**config.mk**
```make
export PLATFORM = sky130hd
export DESIGN_NAME = perceptron_sample_sequencer_flat
export DESIGN_NICKNAME = d
export VERILOG_FILES = /design/src/rtl/perceptron_pkg.sv /design/src/rtl/perceptron_sample_sequencer_if.sv /design/src/rtl/seq_epoch_counter.sv /design/src/rtl/perceptron_sample_sequencer.sv /design/src/flat_wrapper.sv
export SDC_FILE = /design/constraint.sdc
export NUM_CORES = 1
export LEC_CHECK = 0
export ABC_AREA = 1
export BUFFER_PORTS_ARGS = -buffer_cell sky130_fd_sc_hd__buf_4
export CAP_MARGIN = 20
export CORE_MARGIN = 8
export CORE_UTILIZATION = 25
export DETAILED_ROUTE_END_ITERATION = 8
export PLACE_DENSITY_LB_ADDON = 0.15
export REMOVE_ABC_BUFFERS = 1
export SYNTH_ARGS = -nofsm -noshare
export SYNTH_HDL_FRONTEND = slang
export SYNTH_SLANG_ARGS = --single-unit
```
**constraint.sdc**
```tcl
create_clock -name clk -period 4.2 [get_ports clk]
set_clock_uncertainty 0.05 [all_clocks]
set_input_delay 0.21 -clock clk [delete_from_list [all_inputs] [get_ports clk]]
set_output_delay 0.21 -clock clk [all_outputs]
set_load 0.005 [all_outputs]
```
**src/rtl/perceptron_pkg.sv**
```systemverilog
// Shared types and sample-word layout for the perceptron sample sequencer.
// A sample word is {t, x2, x1}, with t in the MSB.
package perceptron_pkg;

  typedef enum logic [1:0] {S_IDLE, S_KICK, S_RUN, S_DONE} seq_state_e;

  localparam int DATA_W_DEF = 8;
  localparam int SAMPLE_W   = 2*DATA_W_DEF + 1;

  function automatic int x1_ofs(int dw);
    return 0;
  endfunction

  function automatic int x2_ofs(int dw);
    return dw;
  endfunction

  function automatic int t_ofs(int dw);
    return 2*dw;
  endfunction

endpackage

```
**src/rtl/perceptron_sample_sequencer_if.sv**
```systemverilog
// Sample RAM read port: the sequencer is the master and the RAM is the slave.
// Read data is valid the cycle after mem_rd_en.
interface perceptron_sample_sequencer_if #(
  parameter int DATA_W = 8,
  parameter int ADDR_W = 6
);
  logic              mem_rd_en;
  logic [ADDR_W-1:0] mem_addr;
  logic [2*DATA_W:0] mem_rdata;

  modport master (output mem_rd_en, output mem_addr, input  mem_rdata);
  modport slave  (input  mem_rd_en, input  mem_addr, output mem_rdata);
endinterface

```
**src/rtl/seq_epoch_counter.sv**
```systemverilog
// Sample pointer with modulo-n wrap, plus a saturating epoch counter.
// The count n is captured when clr is asserted.
module seq_epoch_counter #(
  parameter int ADDR_W  = 6,
  parameter int EPOCH_W = 8
)(
  input  logic               clk,
  input  logic               rst,
  input  logic               clr,
  input  logic               adv,
  input  logic [ADDR_W:0]    n_in,
  output logic [ADDR_W-1:0]  ptr,
  output logic [EPOCH_W-1:0] epoch,
  output logic               wrap
);
  logic [ADDR_W:0]    n_q, n_d;
  logic [ADDR_W-1:0]  ptr_q, ptr_d;
  logic [EPOCH_W-1:0] epoch_q, epoch_d;

  assign wrap  = adv && ({1'b0, ptr_q} == n_q - (ADDR_W+1)'(1));
  assign ptr   = ptr_q;
  assign epoch = epoch_q;

  always_comb begin
    n_d     = n_q;
    ptr_d   = ptr_q;
    epoch_d = epoch_q;
    if (clr) begin
      n_d     = n_in;
      ptr_d   = '0;
      epoch_d = '0;
    end else if (adv) begin
      ptr_d = wrap ? '0 : ptr_q + ADDR_W'(1);
      if (wrap && epoch_q != '1) epoch_d = epoch_q + EPOCH_W'(1);
    end
  end

  always_ff @(posedge clk) begin
    if (rst) begin
      n_q     <= '0;
      ptr_q   <= '0;
      epoch_q <= '0;
    end else begin
      n_q     <= n_d;
      ptr_q   <= ptr_d;
      epoch_q <= epoch_d;
    end
  end
endmodule

```
**src/rtl/perceptron_sample_sequencer.sv**
```systemverilog
// Feeds samples from the sample RAM to the perceptron trainer and sequences runs.
// Define SEQ_EPOCH_LIMIT_EN to end a run with timeout after MAX_EPOCHS epochs.
module perceptron_sample_sequencer
  import perceptron_pkg::*;
#(
  parameter int DATA_W     = 8,
  parameter int ADDR_W     = 6,
  parameter int EPOCH_W    = 8,
  parameter int MAX_EPOCHS = 100
)(
  input  logic                 clk,
  input  logic                 rst,
  perceptron_sample_sequencer_if.master mem,
  input  logic                 go,
  input  logic [ADDR_W:0]      n_samples,
  output logic                 start,
  input  logic                 ready_to_get_data,
  input  logic                 train_done,
  output logic [DATA_W-1:0]    x1,
  output logic [DATA_W-1:0]    x2,
  output logic                 t,
  output logic                 busy,
  output logic                 finished,
  output logic                 timeout,
  output logic [EPOCH_W-1:0]   epoch_cnt
);
  localparam int              SW    = t_ofs(DATA_W) + 1;
  localparam logic [ADDR_W:0] N_MAX = {1'b1, {ADDR_W{1'b0}}};

  seq_state_e        state_q, state_d;
  logic              start_q, start_d, busy_q, busy_d, fin_q, fin_d;
  logic              timeout_q, timeout_d;
  logic              rd_valid_q, rd_valid_d;
  logic [SW-1:0]     sample_q, sample_d, word;
  logic              rd, accept, wrap, limit_hit;
  logic [ADDR_W-1:0] ptr;

  assign accept = (state_q == S_IDLE) && go && (n_samples != '0) && (n_samples <= N_MAX);
  assign rd     = (state_q == S_KICK) || ((state_q == S_RUN) && ready_to_get_data);

  seq_epoch_counter #(.ADDR_W(ADDR_W), .EPOCH_W(EPOCH_W)) u_cnt (
    .clk   (clk),
    .rst   (rst),
    .clr   (accept),
    .adv   (rd),
    .n_in  (n_samples),
    .ptr   (ptr),
    .epoch (epoch_cnt),
    .wrap  (wrap)
  );

`ifdef SEQ_EPOCH_LIMIT_EN
  // The wrap that reaches the limit still issues its read; only the state is forced.
  assign limit_hit = wrap && (({1'b0, epoch_cnt} + (EPOCH_W+1)'(1)) == (EPOCH_W+1)'(MAX_EPOCHS));
`else
  logic unused_max;
  assign unused_max = ^MAX_EPOCHS;
  assign limit_hit  = 1'b0;
`endif

  always_comb begin
    state_d   = state_q;
    timeout_d = timeout_q;
    case (state_q)
      S_IDLE: if (accept) begin
        state_d   = S_KICK;
        timeout_d = 1'b0;
      end
      S_KICK:  state_d = limit_hit ? S_DONE : S_RUN;
      S_RUN:   if (train_done || limit_hit) state_d = S_DONE;
      S_DONE:  state_d = S_IDLE;
      default: state_d = S_IDLE;
    endcase
    if (limit_hit) timeout_d = 1'b1;
    start_d    = (state_d == S_KICK);
    busy_d     = (state_d != S_IDLE);
    fin_d      = (state_d == S_DONE);
    rd_valid_d = rd;
    sample_d   = rd_valid_q ? mem.mem_rdata : sample_q;
  end

  always_ff @(posedge clk) begin
    if (rst) begin
      state_q    <= S_IDLE;
      start_q    <= 1'b0;
      busy_q     <= 1'b0;
      fin_q      <= 1'b0;
      timeout_q  <= 1'b0;
      rd_valid_q <= 1'b0;
      sample_q   <= '0;
    end else begin
      state_q    <= state_d;
      start_q    <= start_d;
      busy_q     <= busy_d;
      fin_q      <= fin_d;
      timeout_q  <= timeout_d;
      rd_valid_q <= rd_valid_d;
      sample_q   <= sample_d;
    end
  end

  // Bypass so a fresh read reaches the trainer in the same cycle it returns.
  assign word          = rd_valid_q ? mem.mem_rdata : sample_q;
  assign x1            = word[x1_ofs(DATA_W) +: DATA_W];
  assign x2            = word[x2_ofs(DATA_W) +: DATA_W];
  assign t             = word[t_ofs(DATA_W)];
  assign mem.mem_rd_en = rd;
  assign mem.mem_addr  = ptr;
  assign start         = start_q;
  assign busy          = busy_q;
  assign finished      = fin_q;
  assign timeout       = timeout_q;
endmodule

```
**src/flat_wrapper.sv**
```systemverilog
// flat-port wrapper written by rule: the top's interface ports become plain ports
module perceptron_sample_sequencer_flat import perceptron_pkg::*;
#(
  parameter int DATA_W     = 8,
  parameter int ADDR_W     = 6,
  parameter int EPOCH_W    = 8,
  parameter int MAX_EPOCHS = 100
)
  (clk, rst, go, n_samples, start, ready_to_get_data, train_done, x1, x2, t, busy, finished, timeout, epoch_cnt, mem_mem_rd_en, mem_mem_addr, mem_mem_rdata);
  perceptron_sample_sequencer_if #(.DATA_W(DATA_W), .ADDR_W(ADDR_W)) mem_i ();
  input  logic clk;
  input  logic rst;
  input  logic go;
  input  logic [ADDR_W:0] n_samples;
  output logic start;
  input  logic ready_to_get_data;
  input  logic train_done;
  output logic [DATA_W-1:0] x1;
  output logic [DATA_W-1:0] x2;
  output logic t;
  output logic busy;
  output logic finished;
  output logic timeout;
  output logic [EPOCH_W-1:0] epoch_cnt;
  output wire logic [$bits(mem_i.mem_rd_en)-1:0] mem_mem_rd_en;
  output wire logic [$bits(mem_i.mem_addr)-1:0] mem_mem_addr;
  input wire logic [$bits(mem_i.mem_rdata)-1:0] mem_mem_rdata;
  assign mem_mem_rd_en = mem_i.mem_rd_en;
  assign mem_mem_addr = mem_i.mem_addr;
  assign mem_i.mem_rdata = mem_mem_rdata;
  perceptron_sample_sequencer #(.DATA_W(DATA_W), .ADDR_W(ADDR_W), .EPOCH_W(EPOCH_W), .MAX_EPOCHS(MAX_EPOCHS)) u_core (.clk(clk), .rst(rst), .mem(mem_i), .go(go), .n_samples(n_samples), .start(start), .ready_to_get_data(ready_to_get_data), .train_done(train_done), .x1(x1), .x2(x2), .t(t), .busy(busy), .finished(finished), .timeout(timeout), .epoch_cnt(epoch_cnt));
endmodule
```
==> impl_metrics.yaml <==
global_routing:
  grtUsageMet3_pct: 3.99
  grt_pass1_wl_mm: 9.62
  grt_overflow: 0
  grt_antenna_before_repair: 0
  use_met1_pct: 11.9
  grt_start_max_net_pins: 22
  grt_usage_pct: 9.79
  grt_pass1_vias: 2120
  top_usage_layer: "met2"
  grt_use_met2_pct: 15.8
final_layout:
  final_util_pct: 33.4
  final_cell_mix: "nand2_1 (103), buf_4 (63), dfxtp_1 (44), a21oi_1 (33), inv_1 (25)"
  syn_to_final_growth_pct: 31.2
  diodes: 0
  final_common_cell: "nand2_1"
  fin_nets: 409
  drive_gt1_share_pct: 24.9
  final_cells: 482
  final_cell_area_um2: 2880
status:
  status: "finished clean"
worst_setup_path:
  rr_worst_depth: 3
  worstReg2RegStart: "u_core.rd_valid_q$_SDFF_PP0_"
  endpoint_kind: "output port"
  worstSetupStartpointType: "register"
  critical_path_class: "reg -> out"
  worst-endpoint-required_ns: 3.94
  reg2reg_slack_ns: 2.34
  arrival_ns: 2.11
  cp_max_fo: 18
  r2r_end: "u_core.sample_q[2]$_SDFF_PP0_"
place:
  detailed_place_hpwl_mm: 4.29
  place_area_um2: 2770
  globalplace.congestion: 0.758
  placedCellCount: 474
  io_buffers: 63
clock_network:
  cts_resized: 0
  clk_latency_ns: 0.30
  htree_levels: 2
  cts_tree: "built"
  numCtsBuffers: 5
  clockBufferDepth: 2
  path_clk_slew_ns: 0.09
  cts.sinks: 44
  root_buffer: "clkbuf_8"
  cts_setup_buffers: 0
  cts-hold-fix-buffers: 0
logic_synthesis:
  synth_top_family_by_area: "simple AND/OR/NAND/NOR gates"
  ys_seq_area_share_pct: 40.1
  syn_area_um2: 2190
  synth_compound_area_share_pct: 10.3
  postSynthCellCount: 310
  yosys_warnings: 0
  synth_xor_area_share_pct: 3.99
  synthMuxAreaShare_pct: 0
  ys_seq_elements: 44
  syn_avg_cell_area_um2: 7.08
  yosys.area_share.simple_pct: 34.4
  netlist-cell-type-count: 26
  yosys.area_share.adder_pct: 3.99
pwr:
  swShare_pct: 36.1
  p_comb_share_pct: 37.0
  power_density_nw_per_um2: 480
  clkPwrFrac_pct: 23.9
  ir_drop_mv: 0.168
  p_seq_share_pct: 39.0
  power_mw: 1.38
  p_int_uw: 883
  p_leak_nw: 1.39
  p_switching_uw: 498
sta:
  relSlewSlack_pct: 56.5
  slew_viol_final: 0
  post-route-min-period_ns: 2.37
  hold_violations: 0
  setup_tns_ns: 0
  setup_viol: 0
  rsz0062_at_grt: "false"
  worst_pin_slew_ns: 0.651
  fin_crit_sh_pct: 56.4
  timing.fmax_mhz: 422
detailed_routing:
  wl_mm: 5.64
  wire_per_inst_um: 11.7
  first_iter_violations: 69
  avgViaCountPerCell: 4.24
  firstDrtPassIters: 4
  drcViolationCount: 0
  ant_nets: 0
  dr_total_vias: 2042
floorplan:
  row_count: 34
  fp.dieW_um: 110
  die_y_um: 110
  die_area_um2: 12000
  initial_core_util_pct: 25.4
  io_pins: 65
  core-area_um2: 8640
job:
  maxCapViolCount: 0
hold_path:
  hold_path_class: "in -> reg"
  hold_depth: 3
  holdPathEnd: "u_core.sample_q[15]$_SDFF_PP0_"
  min_from: "mem_mem_rdata[15]"
cell families (layout without fill, tap and decap cells):
logic type	after synthesis	in the layout
other cells	1	1
flops	44	44
fa+ha+maj	7	7
buf+inv	39	103
xor+xnor	10	10
simple gates	164	164
compound gates	45	45
cell usage after synthesis:
cell type,number,area (um^2)
nand3_1,12,60.1
clkinv_1,1,3.75
nor2_2,1,6.26
dfxtp_1,44,881
o21ai_0,11,55.1
inv_2,6,22.5
nor2_1,22,82.6
nand4_1,9,56.3
ha_1,7,87.6
nand3_4,2,35.0
clkbuf_1,2,7.51
xor2_1,9,78.8
nor3_4,1,16.3
nor2_8,2,40.0
buf_4,1,7.51
nand2_2,9,56.3
xnor2_1,1,8.76
buf_2,3,15.0
or2_2,1,6.26
o21ai_1,1,5.00
inv_1,25,93.8
buf_1,1,3.75
nand2_1,103,387
nor3_1,2,10.0
a21oi_1,33,165
conb_1,1,3.75
power by group through the flow:
stage | clock network, mW | logic (mW) | registers, mW
2_1_floorplan | 0 | 0.318 | 0.538
3_3_place_gp | 0 | 0.523 | 0.549
3_5_place_dp | 0 | 0.524 | 0.549
4_1_cts | 0.348 | 0.526 | 0.540
5_1_grt | 0.361 | 0.590 | 0.551
6_report | 0.331 | 0.512 | 0.539
final cells by class:
type | instances | area [um^2]
Clock inverter | 3 | 42.5
Multi-Input combinational cell | 227 | 1160
Sequential cell | 44 | 881
Tap cell | 108 | 135
Timing Repair Buffer | 63 | 473
Inverter | 32 | 120
Fill cell | 953 | 5760
Clock buffer | 5 | 68.8
stage by stage:
step | hold WS (ns) | setup slack (ns)
after detailed placement | 0.410 | 2.13
final | 0.138 | 1.83
after CTS | 0.121 | 1.77
after global placement | 0.407 | 2.16
after floorplan | 0.229 | 2.58
after global routing | 0.129 | 1.59
per-layer routing:
layer / vias to the layer above / wire, um
met3: 4 / 413
met5: - / 0
li1: 1109 / -
met4: 0 / 36
met1: 885 / 2660
met2: 44 / 2530
how the worst max path moves through the flow:
stage | start | endpoint | slack, ns | depth (start not counted)
2_1_floorplan | u_core.u_cnt.n_q[0]$_SDFFE_PP0P_ | u_core.u_cnt.epoch[6]$_SDFFE_PP0P_ | 2.58 | 11
3_3_place_gp | u_core.rd_valid_q$_SDFF_PP0_ | x1[4] | 2.16 | 4
3_5_place_dp | u_core.rd_valid_q$_SDFF_PP0_ | x1[6] | 2.13 | 4
4_1_cts | u_core.rd_valid_q$_SDFF_PP0_ | x2[7] | 1.77 | 4
5_1_grt | u_core.rd_valid_q$_SDFF_PP0_ | x1[4] | 1.59 | 4
6_report | u_core.rd_valid_q$_SDFF_PP0_ | x1[4] | 1.83 | 4
worst max-delay path, stage by stage (launching register included):
cell and delay (ns):
dfxtp_1 0.74, clkinv_1 0.62, nand2_1 0.22, nand2_1 0.08
buf_4 0.14
flip-flops by register name (all words and copies together) (netlist names):
signal / cells
u_core.sample_q: 17
u_core.u_cnt.epoch: 8
u_core.u_cnt.n_q: 7
u_core.u_cnt.ptr: 6
u_core.state_q: 2
u_core.busy: 1
u_core.finished: 1
u_core.rd_valid_q: 1
u_core.start: 1
Note: power is estimated with default switching activity, not from simulation.
